`config.mk`:
```
export PLATFORM = sky130hd
export DESIGN_NAME = decode_queue_ctrl
export DESIGN_NICKNAME = d
export VERILOG_FILES = /design/src/rtl/decode_pkg.sv /design/src/rtl/decq_storage.sv /design/src/rtl/decode_queue_ctrl.sv
export SDC_FILE = /design/constraint.sdc
export NUM_CORES = 1
export LEC_CHECK = 0
export CAP_MARGIN = 25
export CORE_ASPECT_RATIO = 1.2
export CORE_UTILIZATION = 40
export CTS_CLUSTER_DIAMETER = 100
export DETAILED_ROUTE_END_ITERATION = 7
export GPL_TIMING_DRIVEN = 0
export PLACE_DENSITY = 0.65
export SLEW_MARGIN = 20
export SYNTH_ARGS = -nofsm -noshare
export SYNTH_HDL_FRONTEND = slang
export SYNTH_SLANG_ARGS = --single-unit
```
`constraint.sdc`:
```
create_clock -name clk -period 2.5 [get_ports clk]
set_clock_uncertainty 0.15 [all_clocks]
set_input_delay 0.25 -clock clk [delete_from_list [all_inputs] [get_ports clk]]
set_output_delay 0.25 -clock clk [all_outputs]
set_load 0.02 [all_outputs]
```
`src/rtl/decode_pkg.sv`:
```
// Shared definitions for the decode queue: sizes, FSM states and entry layout.
package decode_pkg;

  localparam int unsigned DECQ_DEPTH = 4;
  localparam int unsigned DECQ_PTR_W = 2;
  localparam int unsigned DECQ_CNT_W = 3;
  localparam int unsigned INSTR_W    = 32;
  localparam int unsigned STALL_W    = 16;
  localparam int unsigned ENTRY_W    = 2 * INSTR_W;

  typedef enum logic {
    RUN   = 1'b0,
    FLUSH = 1'b1
  } decq_state_e;

  // One queue slot: instruction word plus its PC.
  typedef struct packed {
    logic [INSTR_W-1:0] instr;
    logic [INSTR_W-1:0] pc;
  } decq_entry_t;

endpackage

```
`src/rtl/decq_storage.sv`:
```
// Decode queue storage: one write port, one asynchronous read port,
// synchronous active-low clear of every slot.
module decq_storage
  import decode_pkg::*;
(
  input  logic                  clk,
  input  logic                  rstn,
  input  logic                  we_i,
  input  logic [DECQ_PTR_W-1:0] waddr_i,
  input  logic [ENTRY_W-1:0]    wdata_i,
  input  logic [DECQ_PTR_W-1:0] raddr_i,
  output logic [ENTRY_W-1:0]    rdata_o
);

  logic [ENTRY_W-1:0] mem_q [DECQ_DEPTH];

  // Slot array: cleared on reset, written at waddr_i when enabled.
  always_ff @(posedge clk) begin
    if (!rstn) begin
      mem_q <= '{default: '0};
    end else if (we_i) begin
      mem_q[waddr_i] <= wdata_i;
    end
  end

  // Head read is combinational so decode sees a pushed entry one cycle later.
  always_comb begin
    rdata_o = mem_q[raddr_i];
  end

endmodule

```
`src/rtl/decode_queue_ctrl.sv`:
```
// Decode queue controller: 4-entry FIFO between fetch and decode with a
// RUN/FLUSH state machine and a saturating decode-stall counter.
// Optional feature: define DECQ_BYPASS_EN to let an empty queue hand the
// fetch offer straight to decode in the same cycle.
module decode_queue_ctrl
  import decode_pkg::*;
(
  input  logic                  clk,
  input  logic                  rstn,
  input  logic                  fetch_valid,
  input  logic [INSTR_W-1:0]    fetch_instr,
  input  logic [INSTR_W-1:0]    fetch_pc,
  output logic                  fetch_ready,
  output logic                  dec_valid,
  output logic [INSTR_W-1:0]    dec_instr,
  output logic [INSTR_W-1:0]    dec_pc,
  input  logic                  dec_ready,
  input  logic                  flush,
  output logic [DECQ_CNT_W-1:0] occupancy,
  output logic [STALL_W-1:0]    stall_cnt
);

  decq_state_e           state_q;
  logic [DECQ_PTR_W-1:0] wr_ptr_q, wr_ptr_d;
  logic [DECQ_PTR_W-1:0] rd_ptr_q, rd_ptr_d;
  logic [DECQ_CNT_W-1:0] count_q, count_d;
  logic [STALL_W-1:0]    stall_q, stall_d;

  logic                  run_c;
  logic                  byp_c;
  logic                  q_valid_c;
  logic                  push_c;
  logic                  pop_c;
  logic                  we_c;
  decq_entry_t           head_c;
  decq_entry_t           wr_entry_c;
  logic [ENTRY_W-1:0]    rd_data_c;

  decq_storage u_storage (
    .clk     (clk),
    .rstn    (rstn),
    .we_i    (we_c),
    .waddr_i (wr_ptr_q),
    .wdata_i (wr_entry_c),
    .raddr_i (rd_ptr_q),
    .rdata_o (rd_data_c)
  );

  // Handshake and head presentation; FLUSH masks both sides of the queue.
  always_comb begin
    run_c     = (state_q == RUN);
    byp_c     = 1'b0;
`ifdef DECQ_BYPASS_EN
    byp_c     = run_c && (count_q == '0) && fetch_valid;
`endif
    head_c    = rd_data_c;
    fetch_ready = run_c && (count_q != DECQ_CNT_W'(DECQ_DEPTH));
    q_valid_c = run_c && (count_q != '0);
    dec_valid = q_valid_c || byp_c;
    dec_instr = byp_c ? fetch_instr : head_c.instr;
    dec_pc    = byp_c ? fetch_pc    : head_c.pc;
    // A bypassed offer taken by decode never enters the queue.
    push_c    = fetch_valid && fetch_ready && !(byp_c && dec_ready);
    pop_c     = q_valid_c && dec_ready;
    // Flush discards any same-cycle push.
    we_c      = push_c && !flush;
    wr_entry_c.instr = fetch_instr;
    wr_entry_c.pc    = fetch_pc;
    occupancy = count_q;
    stall_cnt = stall_q;
  end

  // Next pointers, count and stall counter.
  always_comb begin
    wr_ptr_d = wr_ptr_q;
    rd_ptr_d = rd_ptr_q;
    count_d  = count_q;
    stall_d  = stall_q;

    if (dec_valid && !dec_ready && (stall_q != '1)) begin
      stall_d = stall_q + STALL_W'(1);
    end

    if (flush) begin
      wr_ptr_d = '0;
      rd_ptr_d = '0;
      count_d  = '0;
    end else begin
      if (push_c) begin
        wr_ptr_d = wr_ptr_q + DECQ_PTR_W'(1);
      end
      if (pop_c) begin
        rd_ptr_d = rd_ptr_q + DECQ_PTR_W'(1);
      end
      unique case ({push_c, pop_c})
        2'b10:   count_d = count_q + DECQ_CNT_W'(1);
        2'b01:   count_d = count_q - DECQ_CNT_W'(1);
        default: count_d = count_q;
      endcase
    end
  end

  // RUN/FLUSH state machine; a flush holds FLUSH for at least one cycle.
  always_ff @(posedge clk) begin
    if (!rstn) begin
      state_q <= RUN;
    end else if (flush) begin
      state_q <= FLUSH;
    end else begin
      state_q <= RUN;
    end
  end

  // Queue bookkeeping registers.
  always_ff @(posedge clk) begin
    if (!rstn) begin
      wr_ptr_q <= '0;
      rd_ptr_q <= '0;
      count_q  <= '0;
      stall_q  <= '0;
    end else begin
      wr_ptr_q <= wr_ptr_d;
      rd_ptr_q <= rd_ptr_d;
      count_q  <= count_d;
      stall_q  <= stall_d;
    end
  end

endmodule

```
* Word-level counts from Yosys, hierarchy flattened
Index checks and enable logic that the tools add are counted.
** Cells by class
- Add/sub/neg operators :: 5
- Muxes and demuxes :: 8
- Bitwise logic cells :: 4
- Magnitude comparators :: 3
- Equal/unequal tests :: 4
- Reduce and logical (&&, ||, !) cells :: 13
** Operators with widths (count)
- bitwise mux 256 bit :: 1
- 2-to-1 mux 64 bit :: 3
- binary-select mux 64 bit (select 2 bit) :: 1
- demux 64 bit (select 2 bit) :: 1
- adder 16 x 1 -> 16 bit (second input constant) :: 1
- != test 16 bit (second input constant) :: 1
- logical AND 1 bit :: 8
- greater-or-equal comparator 3 bit (second input constant) :: 2
- inverter 2 -> 3 bit :: 2
- case mux 3 bit (2 select lines) :: 1
- adder 2 x 1 -> 2 bit (second input constant) :: 2
- adder 3 x 1 -> 3 bit (second input constant) :: 1
- < comparator 3 x 1 -> 1 bit (second input constant) :: 1
- != test 3 bit (second input constant) :: 1
- nonzero test 3 bit :: 1
- subtractor 3 x 1 -> 3 bit (second input constant) :: 1
- equality test 2 x 1 -> 1 bit (second input constant) :: 1
- equality test 2 bit (second input constant) :: 1
- logical NOT 1 bit :: 2
- inverter 1 bit :: 2
- nonzero test 2 bit :: 1
- OR reduction 2 bit :: 1
- 2-to-1 mux 1 bit :: 1
** Word-level totals
- Word-level logic and storage cells :: 46
- Input bits :: 69
- Register bits after elaboration :: 280
- Output and inout port bits :: 85

* Depth between registers and ports, before layout
- Word-level depth :: 6
- Depth in mapped cells :: 9
- Mapped depth without buffers :: 9

* By module
Synthesis repeated with hierarchy kept, for this count alone.
** Second synthesis, totals
- Cells, all modules :: 1121
- Area total of the unflattened synthesis :: 12190.4 um2
** Modules (own cells, without submodules)
- decq_storage :: seq. area each 5124.9 um2, cells an instance 978, instances 1, area an instance 10970.5 um2
- decode_queue_ctrl :: seq. area each 480.5 um2, cells an instance 143, instances 1, area an instance 1219.9 um2

* Least setup slack after synthesis
Ideal clock, no wire load.
- Kind :: reg2reg
- Start :: reg count_q[0], in the netlist occupancy[0]
- End :: reg count_q[2], in the netlist occupancy[2]
- Setup time :: 0.071 ns
- Buffers on the path :: 0
- Stages on the path, launching flop included :: 10
- Setup slack :: 0.131 ns
- Required time :: 2.279 ns
- Arrival :: 2.148 ns
- Period minus slack after synthesis :: 2.369 ns
- Cell sequence :: dfxtp_1 -> or2_4 -> o211a_1 -> inv_1 -> ha_1 -> inv_1 -> fa_1 -> xor2_1 -> or3_1 -> a21oi_1
** Between the ends
- Cells in the longest elaborated chain, start to end :: 5
- Elaborated cells on any way between the ends :: 12
- Classes of those cells :: add/sub (2); eq/ne (3); mux (1); reduce/logical (6)
** Ends and longest elaborated chain
- from (decl) :: RTL line decode_queue_ctrl.sv:26 : logic [DECQ_CNT_W-1:0] count_q, count_d;
- from (signal assigned) :: RTL line decode_queue_ctrl.sv:124 : count_q <= count_d;
- != test 3 bit / nonzero test 3 bit (equally long branches) :: RTL line decode_queue_ctrl.sv:57, decode_queue_ctrl.sv:58
- logical AND 1 bit, on equally long branches :: RTL line decode_queue_ctrl.sv:57, decode_queue_ctrl.sv:58
- logical AND 1 bit, on equally long branches :: RTL line decode_queue_ctrl.sv:63, decode_queue_ctrl.sv:64
- equality test 2 x 1 -> 1 bit / equality test 2 bit (equally long branches) :: RTL line decode_queue_ctrl.sv:95 : unique case ({push_c, pop_c})
- case mux 3 bit (2 select lines) / nonzero test 2 bit (equally long branches)
Several ways; a longest one is shown, not always the timed one.
A chain may end at the register's enable or synchronous reset.

* Final worst setup path
- Start :: reg rd_ptr_q[0]
- End :: out dec_pc[5]
** Between the ends
- Cells in the longest elaborated chain, start to end :: 4
** Ends and longest elaborated chain
- from (decl) :: RTL line decode_queue_ctrl.sv:25 : logic [DECQ_PTR_W-1:0] rd_ptr_q, rd_ptr_d;
- from (signal assigned) :: RTL line decode_queue_ctrl.sv:123 : rd_ptr_q <= rd_ptr_d;
- inverter 2 -> 3 bit (not written as such) :: RTL line decq_storage.sv:28 : rdata_o = mem_q[raddr_i];
- binary-select mux 64 bit (select 2 bit) :: RTL line decq_storage.sv:28
- 2-to-1 mux 64 bit (not written as such) (2 in a row) :: RTL line decq_storage.sv:28
- to (decl) :: RTL line decode_queue_ctrl.sv:16 : output logic [INSTR_W-1:0] dec_pc,
Every way passes these cells. The select of a mux whose other input is x is not followed.

==> flow_summary.ini <==
[run_status]
status = completed

[placement]
dpl_cell_area_mm2 = 0.0133
dpl.hpwl_mm = 22.7
portBuffers = 152
routabilityCongestion = 0.810

[hold_path]
hold_path.class = in -> reg
min_from = rstn
hold_depth = 3
holdPathEnd = stall_cnt[11]$_SDFFE_PN0P_

[timing]
period_needed_ns = 2.47
slew_headroom = 0.542
tightest_slew_ns = 0.682
holdWs_ns = 0.125
fin_tns_setup_ns = 0
finalSetupViolCount = 0
fin_crit_sh = 0.986
rsz0062_at_grt = yes
slew_violations = 0
hold_viol = 0
max_clock_freq_ghz = 0.406

[clock_tree]
worstSkewPairLatency_ns = 0.56
ctsHoldBuffers = 0
cts_tree = yes
cts-root-buf = clkbuf_16
ctsHtreeMaxLevel = 1
path_clk_slew_ns = 0.06
clock_path_buffers = 3
cts_setup_buffers = 0
cts_buffers = 29
clkSinkCount = 280

[run]
max_cap_viol_count = 0

[detailed_routing]
dr_wl_met2_mm = 16.3
wl_mm = 33.8
routed.top_layer = met4
met3_length_mm = 2.43
vias = 9795
met1_length_mm = 13.8
firstDrtPassIters = 5
viasPerCell = 5.61
drt_iter0_drc = 586
drc = 0
ant_nets = 0
drt-wirelength-per-cell_um = 19.3

[floorplanning]
die_x_um = 156
ioPinCount = 154
dieArea_mm2 = 0.0290
initial_core_util = 0.406
chipHeight_um = 186
rows = 67
core_mm2 = 0.0279

[finish]
drive_gt1_frac = 0.175
fin_util = 0.509
design_area_mm2 = 0.0142
area_delta_synth_final_pct = 25.3
n_antenna_cell = 0
multi_input_area_mm2 = 0.00512
seq_area_mm2 = 0.00561
fin_nets = 1421
fillCellCount = 2635

[worst_setup_path]
cp-start-kind = register
r2r_cells = 9
r2r_slack_ns = 0.14
rr_endpoint = occupancy[2]$_SDFFE_PP0P_
crit_slowest_cell = mux4_2
critPathMaxFanout = 10
crit_chain = buf_6 > mux4_2 > dlygate4sd2_1
slowest_delay_ns = 0.57
r2r_start = occupancy[0]$_SDFFE_PP0P_
cp.arrival_ns = 2.07
cp-end-kind = output port
crit_type = reg -> out
worst-path-buf-inv = 2
crit_family = multiplexers
critical_path_required_ns = 2.10

[synth]
synth_largest_area_cell = dfxtp_1
ys_seq_elements = 280
synth.cell_area_mm2 = 0.0113
synth_edf_count = 0
synth_cells = 1162
synth_top_area_frac = 0.494
async_flop_share = 0
yosysSeqAreaShare = 0.494
avgSynthCellArea_um2 = 9.76
ys_types = 45
syn_nets = 1238
synthTopCellsByArea = dfxtp_1 (49%), mux4_2 (13%), nand3_1 (11%)
yosys_warnings = 0
synth-main-ff-cell = dfxtp_1

[pwr]
ir_drop_v = 0.000476
leakage_uw = 0.00509
power.total_uw = 9670
p_per_area_mw_per_mm2 = 681

[grt]
antenna_found_initial = 0
grt_pass1_wl_mm = 53.1
grt_max_degree = 15
grt_usage = 0.232
grt_pass1_vias = 9708
grt_overflow = 0
-- where the power goes --
part / leakage (uW) / switching [uW] / internal [uW]
clock: 0.000478 / 1860 / 2550
combinational: 0.00234 / 423 / 274
sequential: 0.00226 / 34.7 / 4520
-- layout make-up --
class	count	share of cell area
plain buffers	109	0.0479
clock buffers	39	0.0587
clock inverters	14	0.0102
inverters	11	0.00291
multi-input cells	762	0.360
flip-flops and latches	280	0.395
well taps	379	0.0334
repair buffers	152	0.0916
-- tightest hold or removal path, stage by stage --
cell and delay [ns]:
clkbuf_1 0.30, nand2b_1 0.17, mux2i_1 0.06
-- cells in the mapped netlist, types with 4 or more instances --
cell / instances
nor4_1: 5
mux4_2: 64
buf_1: 4
buf_6: 10
nor2b_1: 4
nor2_1: 8
o21ai_0: 231
buf_2: 38
dfxtp_1: 280
ha_1: 6
nand2b_1: 5
mux2i_1: 7
or4_1: 5
inv_1: 11
o31ai_1: 5
clkbuf_1: 39
a21oi_1: 10
nand4_1: 8
nand2_1: 80
o21ai_1: 30
clkbuf_2: 7
nand3_1: 259
buf_4: 11
-- placed cells by master, fill, tap and decap left out, types with 4 or more instances in the layout --
cell	netlist	routed
dfxtp_1	280	278
nand3_1	259	259
o21ai_0	231	231
clkdlybuf4s50_1	0	87
nand2_1	80	80
buf_2	38	72
mux4_2	64	64
clkbuf_1	39	39
o21ai_1	30	30
clkbuf_16	0	29
dlygate4sd2_1	0	26
buf_6	10	12
inv_1	11	11
buf_4	11	11
clkbuf_2	7	10
a21oi_1	10	10
nor2_1	8	8
nand4_1	8	8
mux2i_1	7	7
clkbuf_8	0	7
ha_1	6	6
buf_12	0	5
nand2b_1	5	5
nor4_1	5	5
o31ai_1	5	5
or4_1	5	5
clkinv_2	0	5
nor2b_1	4	4
-- sequential cells by signal, summed over array words and instances, names as in the netlist --
name	count
wr_ptr_q	2
u_storage.mem_q	256
occupancy	3
stall_cnt	16
state_q	1
rd_ptr_q	2
-- kinds of logic (layout without fill, tap and decap cells) --
group,Yosys count,in the layout,share of synthesized area
DFF,280,280,0.494
buffers and inverters,120,325,0.0549
AOI/OAI and AO/OA,286,286,0.132
and+or+nand+nor,393,393,0.173
xor gates and xnor gates,5,5,0.00386
adders and majority gates,7,7,0.00838
muxes,71,71,0.133
-- per-layer routing --
| layer | global-route usage | up-vias |
|---|---|---|
| li1 | - | 4621 |
| met1 | 0.297 | 4781 |
| met2 | 0.381 | 324 |
| met3 | 0.0437 | 69 |
| met4 | 0.101 | 0 |
| met5 | 0 | - |
-- worst max-delay path by stage --
stage | startpoint | to | slack [ns] | depth (start not counted)
2_1_floorplan | occupancy[0]$_SDFFE_PP0P_ | occupancy[2]$_SDFFE_PP0P_ | 0.13 | 9
3_3_place_gp | rd_ptr_q[0]$_SDFFE_PP0P_ | dec_instr[26] | -0.20 | 4
3_5_place_dp | rd_ptr_q[0]$_SDFFE_PP0P_ | dec_instr[26] | -0.21 | 4
4_1_cts | rd_ptr_q[0]$_SDFFE_PP0P_ | dec_pc[26] | 0.0009 | 4
5_1_grt | rd_ptr_q[0]$_SDFFE_PP0P_ | dec_pc[5] | -0.005 | 3
6_report | rd_ptr_q[0]$_SDFFE_PP0P_ | dec_pc[5] | 0.03 | 3
-- through the flow --
step,worst slack (ns),std cells
global route,-0.00496,1746
floorplan,0.131,1162
global placement,-0.201,1693
CTS,0.000881,1746
finish,0.0346,1746
detailed placement,-0.213,1693
-- what timing repair did --
| item | 4_1_cts | 5_1_grt |
|---|---|---|
| setup endpoints to repair | 64 | 32 |
| pin swaps | 0 | 0 |
| resized for setup | 181 | 34 |
No activity file was read; power rests on OpenSTA's default activity.
